<file path="src/rtl/uart_rx_frame_controller.sv">
// Frame controller behind a UART receiver: hunts for sync, checks length and checksum,
// buffers the payload and drains it over valid/ready while holding off further bytes.
module uart_rx_frame_controller #(
   parameter int         MaxPayload    = 16,
   parameter int         TimeoutClocks = 1024,
   parameter logic [7:0] SyncByte      = 8'hA5
) (
   input  logic       clk,
   input  logic       rst_n,
   input  logic [7:0] rx_byte_in,
   input  logic       rx_byte_valid_in,
   output logic       rx_byte_done_out,
   output logic [7:0] out_byte,
   output logic       out_valid,
   input  logic       out_ready,
   output logic       out_last,
   output logic       frame_ok_out,
   output logic       frame_error_out,
   output logic [1:0] error_code_out,
   output logic       busy_out
);
   localparam int AW = (MaxPayload > 1) ? $clog2(MaxPayload) : 1;
   localparam int TW = $clog2(TimeoutClocks + 1);

   typedef enum logic [2:0] {HUNT, LEN, PAYLOAD, CHECK, DRAIN} state_t;
   state_t state, state_next;

   logic [7:0]    len, idx, rd, sum;
   logic [7:0]    rd_inc, sum_chk;
   logic [TW-1:0] tcnt;
   logic [7:0]    mem [MaxPayload];
   logic          consume, xfer, timeout_hit, len_bad, sum_ok, err_set;
   logic [1:0]    err_code;

   // The done pulse itself blocks a second consume while the receiver still shows valid.
   assign consume     = rx_byte_valid_in && !rx_byte_done_out && (state != DRAIN);
   assign xfer        = out_valid && out_ready;
   assign timeout_hit = (tcnt == TW'(TimeoutClocks - 1));
   assign len_bad     = (rx_byte_in == 8'd0) || (rx_byte_in > 8'(MaxPayload));
   assign sum_chk     = sum + rx_byte_in;
   assign sum_ok      = (sum_chk == 8'd0);
   assign rd_inc      = rd + 8'd1;

   always_ff @(posedge clk or negedge rst_n) begin
      if (!rst_n) state <= HUNT;
      else        state <= state_next;
   end

   always_comb begin
      state_next = state;
      err_set    = 1'b0;
      err_code   = 2'd0;
      case (state)
         HUNT: if (consume && rx_byte_in == SyncByte) state_next = LEN;
         LEN: begin
            if (consume) begin
               if (len_bad) begin
                  state_next = HUNT;
                  err_set    = 1'b1;
                  err_code   = 2'd1;
               end else begin
                  state_next = PAYLOAD;
               end
            end else if (timeout_hit) begin
               state_next = HUNT;
               err_set    = 1'b1;
               err_code   = 2'd3;
            end
         end
         PAYLOAD: begin
            if (consume) begin
               if (idx == len - 8'd1) state_next = CHECK;
            end else if (timeout_hit) begin
               state_next = HUNT;
               err_set    = 1'b1;
               err_code   = 2'd3;
            end
         end
         CHECK: begin
            if (consume) begin
               if (sum_ok) begin
                  state_next = DRAIN;
               end else begin
                  state_next = HUNT;
                  err_set    = 1'b1;
                  err_code   = 2'd2;
               end
            end else if (timeout_hit) begin
               state_next = HUNT;
               err_set    = 1'b1;
               err_code   = 2'd3;
            end
         end
         DRAIN:   if (xfer && out_last) state_next = HUNT;
         default: state_next = HUNT;
      endcase
   end

   always_ff @(posedge clk or negedge rst_n) begin
      if (!rst_n) begin
         rx_byte_done_out <= 1'b0;
         frame_ok_out     <= 1'b0;
         frame_error_out  <= 1'b0;
         error_code_out   <= 2'd0;
         busy_out         <= 1'b0;
         out_valid        <= 1'b0;
         out_byte         <= 8'd0;
         out_last         <= 1'b0;
         len              <= 8'd0;
         idx              <= 8'd0;
         rd               <= 8'd0;
         sum              <= 8'd0;
         tcnt             <= '0;
      end else begin
         rx_byte_done_out <= consume;
         frame_ok_out     <= (state == CHECK) && consume && sum_ok;
         frame_error_out  <= err_set;
         busy_out         <= (state_next != HUNT);
         if (err_set) error_code_out <= err_code;
         // A consumed byte wins over a timeout reached in the same cycle.
         if (consume || state == HUNT || state == DRAIN) tcnt <= '0;
         else                                            tcnt <= tcnt + 1'b1;
         case (state)
            LEN: if (consume && !len_bad) begin
               len <= rx_byte_in;
               idx <= 8'd0;
               sum <= rx_byte_in;
            end
            PAYLOAD: if (consume) begin
               idx <= idx + 8'd1;
               sum <= sum_chk;
            end
            CHECK: if (consume && sum_ok) begin
               out_valid <= 1'b1;
               out_byte  <= mem[0];
               out_last  <= (len == 8'd1);
               rd        <= 8'd0;
            end
            DRAIN: if (xfer) begin
               if (out_last) begin
                  out_valid <= 1'b0;
                  out_last  <= 1'b0;
               end else begin
                  rd       <= rd_inc;
                  out_byte <= mem[rd_inc[AW-1:0]];
                  out_last <= (rd_inc == len - 8'd1);
               end
            end
            default: ;
         endcase
      end
   end

   always_ff @(posedge clk) begin
      if (state == PAYLOAD && consume) mem[idx[AW-1:0]] <= rx_byte_in;
   end
endmodule
</file>
<file path="config.mk">
export PLATFORM = sky130hd
export DESIGN_NAME = uart_rx_frame_controller
export DESIGN_NICKNAME = d
export VERILOG_FILES = /design/src/rtl/uart_rx_frame_controller.sv
export SDC_FILE = /design/constraint.sdc
export NUM_CORES = 1
export LEC_CHECK = 0
export ABC_CLOCK_PERIOD_IN_PS = 2900
export BUFFER_PORTS_ARGS = -buffer_cell sky130_fd_sc_hd__buf_4
export CAP_MARGIN = 20
export CORE_ASPECT_RATIO = 1.4
export CORE_MARGIN = 1
export CORE_UTILIZATION = 56
export DETAILED_ROUTE_END_ITERATION = 10
export PLACE_DENSITY = 0.73
export SLEW_MARGIN = 10
export SYNTH_ARGS = -nofsm -noshare
export SYNTH_HDL_FRONTEND = slang
export SYNTH_SLANG_ARGS = --single-unit
</file>
<file path="constraint.sdc">
create_clock -name clk -period 2.9 [get_ports clk]
set_input_delay 0 -clock clk [delete_from_list [all_inputs] [get_ports clk]]
set_output_delay 0 -clock clk [all_outputs]
set_load 0.02 [all_outputs]
</file>
Word-level counts from Yosys, hierarchy flattened

Memories as Yosys holds them, arrays and structs flattened.
Cells that the tools add are included.
W data, S select, Z words.

Memories kept: 1
Flip-flop bits (word level): 62
RAM bits: 128
Input port bits: 12
Output and inout port bits: 16

Memory list:

| name | words | bits a word | rd ports | clocked after memory_dff | write ports | line | source |
|---|---|---|---|---|---|---|---|
| mem  | 16    | 8           | 2        | 0                        | 1           | 31   | `logic [7:0] mem [MaxPayload];` |

Mux-type cells: 49
$lt $le $gt $ge: 1
Eq/ne operators: 16
Add/subtract/negate cells: 5
Reductions and logical operators: 26

Operators by type and width:

| cell                    | count |
|---|---|
| $mux W8                 | 10 |
| $pmux W8 S2             | 4 |
| $mux W3                 | 8 |
| $add A8 B1 Y8 const B   | 2 |
| $eq A8 B8 Y1            | 2 |
| $logic_not A8 Y1        | 2 |
| $mux W1                 | 15 |
| $pmux W3 S5             | 1 |
| $mux W2                 | 6 |
| $add A11 B1 Y11 const B | 1 |
| $eq A11 B10 Y1 const B  | 1 |
| $mux W11                | 1 |
| $logic_and A1 B1 Y1     | 10 |
| $ne A2 B2 Y1 const B    | 5 |
| $add A8 B8 Y8           | 1 |
| $eq A8 B1 Y1 const B    | 1 |
| $eq A8 B8 Y1 const B    | 1 |
| $gt A8 B5 Y1 const B    | 1 |
| $reduce_and A4 Y1       | 2 |
| $sub A8 B1 Y8 const B   | 1 |
| $eq A3 B2 Y1 const B    | 2 |
| $pmux W2 S3             | 1 |
| $reduce_and A3 Y1       | 2 |
| $pmux W1 S2             | 2 |
| other kinds (11)        | 15 |

Longest topological paths before layout

Gate-level depths: netlist of run 1.

Depth in word-level cells: 7
Gate-level depth with buffers: 10
Gate-level depth less buffers: 9

Worst setup path after synthesis of run 1

No wires, ideal clock.

Path type: flip-flop to flip-flop
From: register sum[0]
To: register out_byte[0]
Path slack: -0.144 ns
Buffers on the path: 1
Cell stages (with the launch flop): 11
Required time: 2.775 ns
Arrival: 2.919 ns
Period minus slack after synthesis: 3.044 ns
Setup time: 0.125 ns
Path through: dfrtp_1 ha_1 fa_1 a21oi_1 o21a_1 o311ai_1 or4_1 or4_1 buf_6 nand2_8 mux2_4

Word-level cells in the longest chain between the ends: 5

RTL lines:

| item                               | line | source |
|---|---|---|
| start, declared                    | 28   | `logic [7:0] len, idx, rd, sum;` |
| start signal, assigned             | 127  | `sum <= rx_byte_in;` |
| start signal, assigned             | 131  | `sum <= sum_chk;` |
| $add A8 B8 Y8                      | 40   | `assign sum_chk = sum + rx_byte_in;` |
| $logic_not A8 Y1                   | 41   | `assign sum_ok = (sum_chk == 8'd0);` |
| $logic_and A1 B1 Y1                | 133  | `CHECK: if (consume && sum_ok) begin` |
| $ne A2 B1 Y1 (no source line)      | -    |  |
| $reduce_and A4 Y1 (no source line) | -    |  |
| end signal, assigned               | 135  | `out_byte <= mem[0];` |
| end signal, assigned               | 145  | `out_byte <= mem[rd_inc[AW-1:0]];` |
| end, declared                      | 13   | `output logic [7:0] out_byte,` |

No other way between the ends.
A chain may end at the register's enable or synchronous reset.

Worst setup path after layout of run 1

From: register sum[0]
To: register out_byte[6]

The elaborated chain is that of the path after synthesis.

==> impl_metrics.yaml, run 1 <==
timing:
  rsz0062_at_grt: "yes"
  finalCritPeriodShare_pct: 105
  fin_crit_ps: 3030
  relSlewSlack_pct: 45.3
  slew_viol_final: 0
  fmax_ghz: 0.330
  setup_viol: 17
  hold_viol_final: 0
  fin_ws_ps: -132
  whs_ps: 38.0
  clock_skew_ps: 7.94
  tightest_slew_ps: 820
power:
  power.density_nw_per_um2: 531
  pwr-share-comb_pct: 2.5
  p_sw_mw: 1.13
  seqPwrFrac_pct: 54.8
  p_int_mw: 4.16
  switching_share_pct: 21.4
  p_leak_nw: 3.69
  clockPowerShare_pct: 42.7
  ir_drop_uv: 389
synthesis:
  synth_edf_count: 128
  synth_top_family_by_area: "multiplexers"
  synth-seq-cells: 190
  synth_most_common_cell: "edfxtp_1"
  synth-simple-area-share_pct: 10.8
  yosysTopAreaCell: "edfxtp_1"
  syn-num-nets: 607
  ys_types: 51
  synthFlopType: "edfxtp_1"
  asyncSetResetFlopFracSynth_pct: 32.6
  synthAdderAreaFrac_pct: 2.44
  ys_seq_area_share_pct: 63.5
  synth_xor_xnor_area_share_pct: 4.64
  synthCells: 579
  synth_area_leaders: "edfxtp_1, dfrtp_1, mux4_2"
  synth_common_cells: "edfxtp_1, dfrtp_1, nand2_1"
  ys_warn_count: 0
  synth_area_sq_um: 8500
  synth-compound-area-share_pct: 3.49
  muxShareOfSynthArea_pct: 13.7
  syn_area_per_cell_sq_um: 14.7
  synth_top_cell_area_share_pct: 45.2
floorplanning:
  core.rowCount: 52
  fp.dieH_um: 148
  design.core.area_sq_um: 14600
  dieArea_sq_um: 15700
  die_w_um: 106
  initial_utilization_pct: 58.1
  ioPinCount: 28
worst_setup_path:
  startpoint_type: "flip-flop"
  arrival_ps: 3340
  crit_required_ps: 3210
  critPathKind: "flip-flop to flip-flop"
  cp_max_fo: 6
  end_kind: "flip-flop"
clocking:
  h-tree-depth: 4
  cts_tree: "done"
  cts.sinks: 190
  cts_buffer_depth: 2
  clk_latency_ps: 420
  cts_buffers: 17
  cts-root-buf: "clkbuf_16"
  clk_pin_slew_ps: 70
placement:
  pre_cts_slack_ps: -190
  postPlaceCellArea_sq_um: 9230
  place_hpwl_mm: 12.3
  globalplace.congestion: 0.921
  dp_cells: 821
  portBuffers: 27
routing:
  wl_mm: 18.3
  wl_per_cell_um: 21.2
  drc: 0
  first_pass_iters: 5
  detail-route-antenna-nets: 0
  drt_iter0_drc: 265
  viasPerCell: 5.85
  vias: 5047
flow_run:
  cap_viol_max_count: 0
global_routing:
  grtUsageTotal_pct: 25.4
  grt_pass1_wl_mm: 29.2
  grt_pass1_vias: 5412
  antenna_found_initial: 0
  gr-total-overflow: 0
  grt_max_degree: 63
cells_and_area:
  diodes: 0
  fillers: 992
  final_util_pct: 68.0
  instances_no_fill: 863
  final_nets: 689
  drive_gt1_share_pct: 26.6
  syn_to_final_growth_pct: 17.1
  stdcell_area_sq_um: 9950
status:
  violations: "negative setup slack"
  status: "finished with violations"
min_path:
  hold_class: "input port to flip-flop"
==> worst paths after layout <==
kind,from,endpoint,slack (ps),depth (start not counted)
hold / removal,rx_byte_in[6],mem[8][6]$_DFFE_PP_,40,2
setup reg to reg,sum[0]$_DFFE_PN0P_,out_byte[6]$_DFFE_PN0P_,-130,10
setup / recovery,sum[0]$_DFFE_PN0P_,out_byte[6]$_DFFE_PN0P_,-130,10
hold reg to reg,tcnt[0]$_DFF_PN0_,tcnt[0]$_DFF_PN0_,470,1
min in group asynchronous,rst_n,out_byte[7]$_DFFE_PN0P_,190,2
max in group asynchronous,rst_n,rd[0]$_DFFE_PN0P_,2120,2
==> timing repair <==
item | CTS | global route
endpoints found under the setup margin | 19 | 19
hold buffers | 5 | 0
hold endpoints to repair | 89 | 0
pin swaps | 2 | 2
setup buffers | 3 | 1
resized for setup | 4 | 9
cloned | 1 | 0
==> per-layer routing <==
metal	wire (um)	vias up	part of all wire, %	track usage (%)
met3	693	32	3.8	4.28
met4	470	0	2.6	9.31
met5	0	-	0	0
met1	7060	2549	39	30.1
li1	-	2331	-	-
met2	10100	135	55	46.2
==> power groups by stage <==
stage | registers (mW) | logic [mW] | clock network [mW]
2_1_floorplan | 2.96 | 0.0297 | 0
3_3_place_gp | 2.96 | 0.119 | 0
3_5_place_dp | 2.96 | 0.124 | 0
4_1_cts | 2.90 | 0.132 | 2.29
5_1_grt | 2.90 | 0.144 | 2.40
6_report | 2.90 | 0.131 | 2.26
==> state kept, by name (all words and copies together) (netlist names) <==
signal and count:
mem 128, tcnt 11, idx 8, len 8
out_byte 8, rd 8, sum 8, state 3
error_code_out 2, busy_out 1, frame_error_out 1, frame_ok_out 1
out_last 1, out_valid 1, rx_byte_done_out 1
==> layout by cell type, fill, tap and decap left out, types with 4 or more instances in the layout <==
master / count
edfxtp_1: 128
buf_4: 72
dfrtp_1: 61
nand2_1: 59
nor2_1: 43
mux4_2: 40
xnor2_1: 27
o21ai_0: 25
nand3_1: 21
xor2_1: 18
clkbuf_16: 17
nor3_1: 14
ha_1: 14
inv_1: 10
mux2_4: 9
mux2_2: 8
a21oi_1: 7
nor4_1: 6
and2_1: 6
or3_1: 6
nand2b_1: 5
nand4_1: 5
dlygate4sd3_1: 5
nor2b_1: 4
and3_1: 4
mux2i_1: 4
inv_8: 4
==> stage by stage <==
| stage | setup TNS, ps | total power, mW |
|---|---|---|
| after floorplan | -148 | 2.99 |
| after global placement | -1430 | 3.08 |
| after detailed placement | -2300 | 3.08 |
| after CTS | -1670 | 5.32 |
| after global routing | -3280 | 5.44 |
| final | -1500 | 5.29 |
==> layout make-up <==
class | count | area (sq um) | area share, %
well taps | 189 | 236 | 2.38
clock inverters | 15 | 156 | 1.57
clock buffers | 17 | 425 | 4.28
multi-input cells | 361 | 3040 | 30.5
inverters | 10 | 37.5 | 0.377
flip-flops and latches | 190 | 5400 | 54.2
repair buffers | 81 | 662 | 6.65
==> cells by family (layout without fill, tap and decap cells) <==
family	count (synthesis)	in the layout
compound gates	50	50
xor+xnor	45	45
fa+ha+maj	16	16
buf+inv	29	123
flops	190	190
mux	61	61
simple gates	188	189
==> critical path, stage by stage (launching register included) <==
cell and delay [ps]:
dfrtp_1 390, ha_2 190, fa_2 360, a21oi_2 160
o21a_1 150, o311ai_2 100, or4_4 540, or4_4 440
buf_12 170, nand2_8 90, mux2_4 310
Note: power is estimated with default switching activity, not from simulation.
==> inputs of run 2 (changes only) <==
BUFFER_PORTS_ARGS = unset   (was -buffer_cell sky130_fd_sc_hd__buf_4)
CORE_UTILIZATION = 57   (was 56)
DONT_BUFFER_PORTS = 1   (was unset)
PLACE_DENSITY = 0.72   (was 0.73)
==> impl_metrics.yaml, run 2 (synthesis gave the netlist of run 1 again) <==
cells_and_area:
  diodes: 0
  syn_to_final_growth_pct: 16.0
  fillers: 961
  final_common_cell: "edfxtp_1"
  final_nets: 668
  multi_input_area_sq_um: 3040
  final_cell_mix: "edfxtp_1, dfrtp_1, nand2_1"
  drive_gt1_share_pct: 22.7
  largest_register_ffs: 128
  register_area_sq_um: 5400
global_routing:
  grt_max_degree: 63
  grt_pass1_wl_mm: 29.3
  antenna_found_initial: 0
  grt_pass1_vias: 5350
  grtUsageTotal_pct: 26.1
  gr-total-overflow: 0
timing:
  finalCritPeriodShare_pct: 105
  fin_ws_ps: -151
  slew_viol_final: 0
  clock_skew_ps: 16.0
  fmax_ghz: 0.328
  hold_viol_final: 16
  whs_ps: -325
  tightest_slew_ps: 835
  fin_crit_ps: 3050
  relSlewSlack_pct: 44.2
  rsz0062_at_grt: "yes"
  setup_viol: 18
placement:
  place_hpwl_mm: 12.3
  portBuffers: 0
  pre_cts_slack_ps: -140
  globalplace.congestion: 0.852
min_path:
  hold_class: "input port to flip-flop"
worst_setup_path:
  cp_max_fo: 6
  end_kind: "flip-flop"
  critPathKind: "flip-flop to flip-flop"
  cp_slowest_cell: "or4_1"
  crit_required_ps: 3220
  arrival_ps: 3370
  startpoint_type: "flip-flop"
  path_cells: "ha_4 -> fa_2 -> a21oi_2 -> o21a_1 -> o311ai_2 -> or4_1 -> or4_4 -> buf_12 -> nand2_8 -> mux2_4"
  crit_path_max_incr_delay_ps: 540
routing:
  detail-route-antenna-nets: 0
  wl_per_cell_um: 22.1
  wl_mm: 18.6
  first_pass_iters: 5
  drt_iter0_drc: 338
  viasPerCell: 6.03
  drc: 0
  vias: 5074
status:
  status: "finished with violations"
  violations: "negative hold slack, negative setup slack"
clocking:
  cts.sinks: 190
  cts_buffers: 17
  clk_pin_slew_ps: 80
  cts-root-buf: "clkbuf_16"
  cts_tree: "done"
  cts_buffer_depth: 2
  clk_latency_ps: 430
  h-tree-depth: 4
floorplanning:
  initial_utilization_pct: 58.6
  design.core.area_sq_um: 14500
  die_w_um: 105
  fp.dieH_um: 146
  dieArea_sq_um: 15400
  core.rowCount: 52
  ioPinCount: 28
power:
  power.density_nw_per_um2: 538
  ir_drop_uv: 350
  p_leak_nw: 3.59
flow_run:
  cap_viol_max_count: 0
run 2: cell count changes in the layout (fill, tap and decap cells not counted), sizes merged:
cell | before | now
clkbuf | 17 | 19
dlygate4sd3 | 5 | 15
buf | 76 | 45
inv | 15 | 18
clkinvlp | 3 | 0
clkinv | 6 | 4
run 2: final cells by class:
| cell class | count | share of cell area (%) |
|---|---|---|
| timing repair buffer | 60 | 5.70 |
| clock inverter | 13 | 1.47 |
| inverter | 10 | 0.381 |
| multi-input combinational | 361 | 30.8 |
| sequential | 190 | 54.7 |
| tap | 189 | 2.40 |
| clock buffer | 19 | 4.49 |
run 2: path summary, 6_finish.rpt:
path	start	to	slack, ps	depth (start not counted)
setup / recovery	sum[0]$_DFFE_PN0P_	out_byte[7]$_DFFE_PN0P_	-150	10
hold / removal	rx_byte_in[1]	mem[1][1]$_DFFE_PP_	-330	0
setup reg to reg	sum[0]$_DFFE_PN0P_	out_byte[7]$_DFFE_PN0P_	-150	10
hold reg to reg	tcnt[0]$_DFF_PN0_	tcnt[0]$_DFF_PN0_	470	1
max in group asynchronous	rst_n	rd[0]$_DFFE_PN0P_	2450	2
min in group asynchronous	rst_n	sum[2]$_DFFE_PN0P_	130	2
run 2: metal layers:
layer	share of wire [%]	GRT usage (%)	routed length, um
met3	4.1	3.75	766
met2	55	47.1	10200
met1	38	30.3	7090
met4	2.9	12.5	546
met5	0	0	0
run 2: metrics by stage:
stage	cells	setup TNS [ps]	power, mW	cell area (sq um)	utilization, %
2_1_floorplan	579	-148	2.99	8510	-
3_5_place_dp	789	-1490	3.00	9000	62.0
6_report	842	-1860	5.31	9860	68.0
3_3_place_gp	789	-967	3.00	9000	62.0
5_1_grt	842	-3170	5.44	9860	68.0
4_1_cts	839	-1190	5.33	9790	67.5
run 2: what timing repair did:
item | in CTS | in global routing
gates cloned | 1 | 0
hold buffers | 15 | 1
buffers inserted | 2 | 2
endpoints found under the setup margin | 17 | 19
hold endpoints to repair | 223 | 32
resized for setup | 3 | 9
pin swaps | 1 | 2
run 2: power by group:
group          internal, mW  switching, mW
sequential             2.90        0.00192
clock                  1.25           1.05
combinational        0.0385         0.0720
run 2: worst max-delay path, delay by kind of cell, from the launching register on:
family	cells	cell delay, ps
and+or+nand+nor	3	1080
muxes	1	310
AOI/OAI and AO/OA	3	430
DFF	1	410
buffers and inverters	1	170
adders and majority gates	2	550
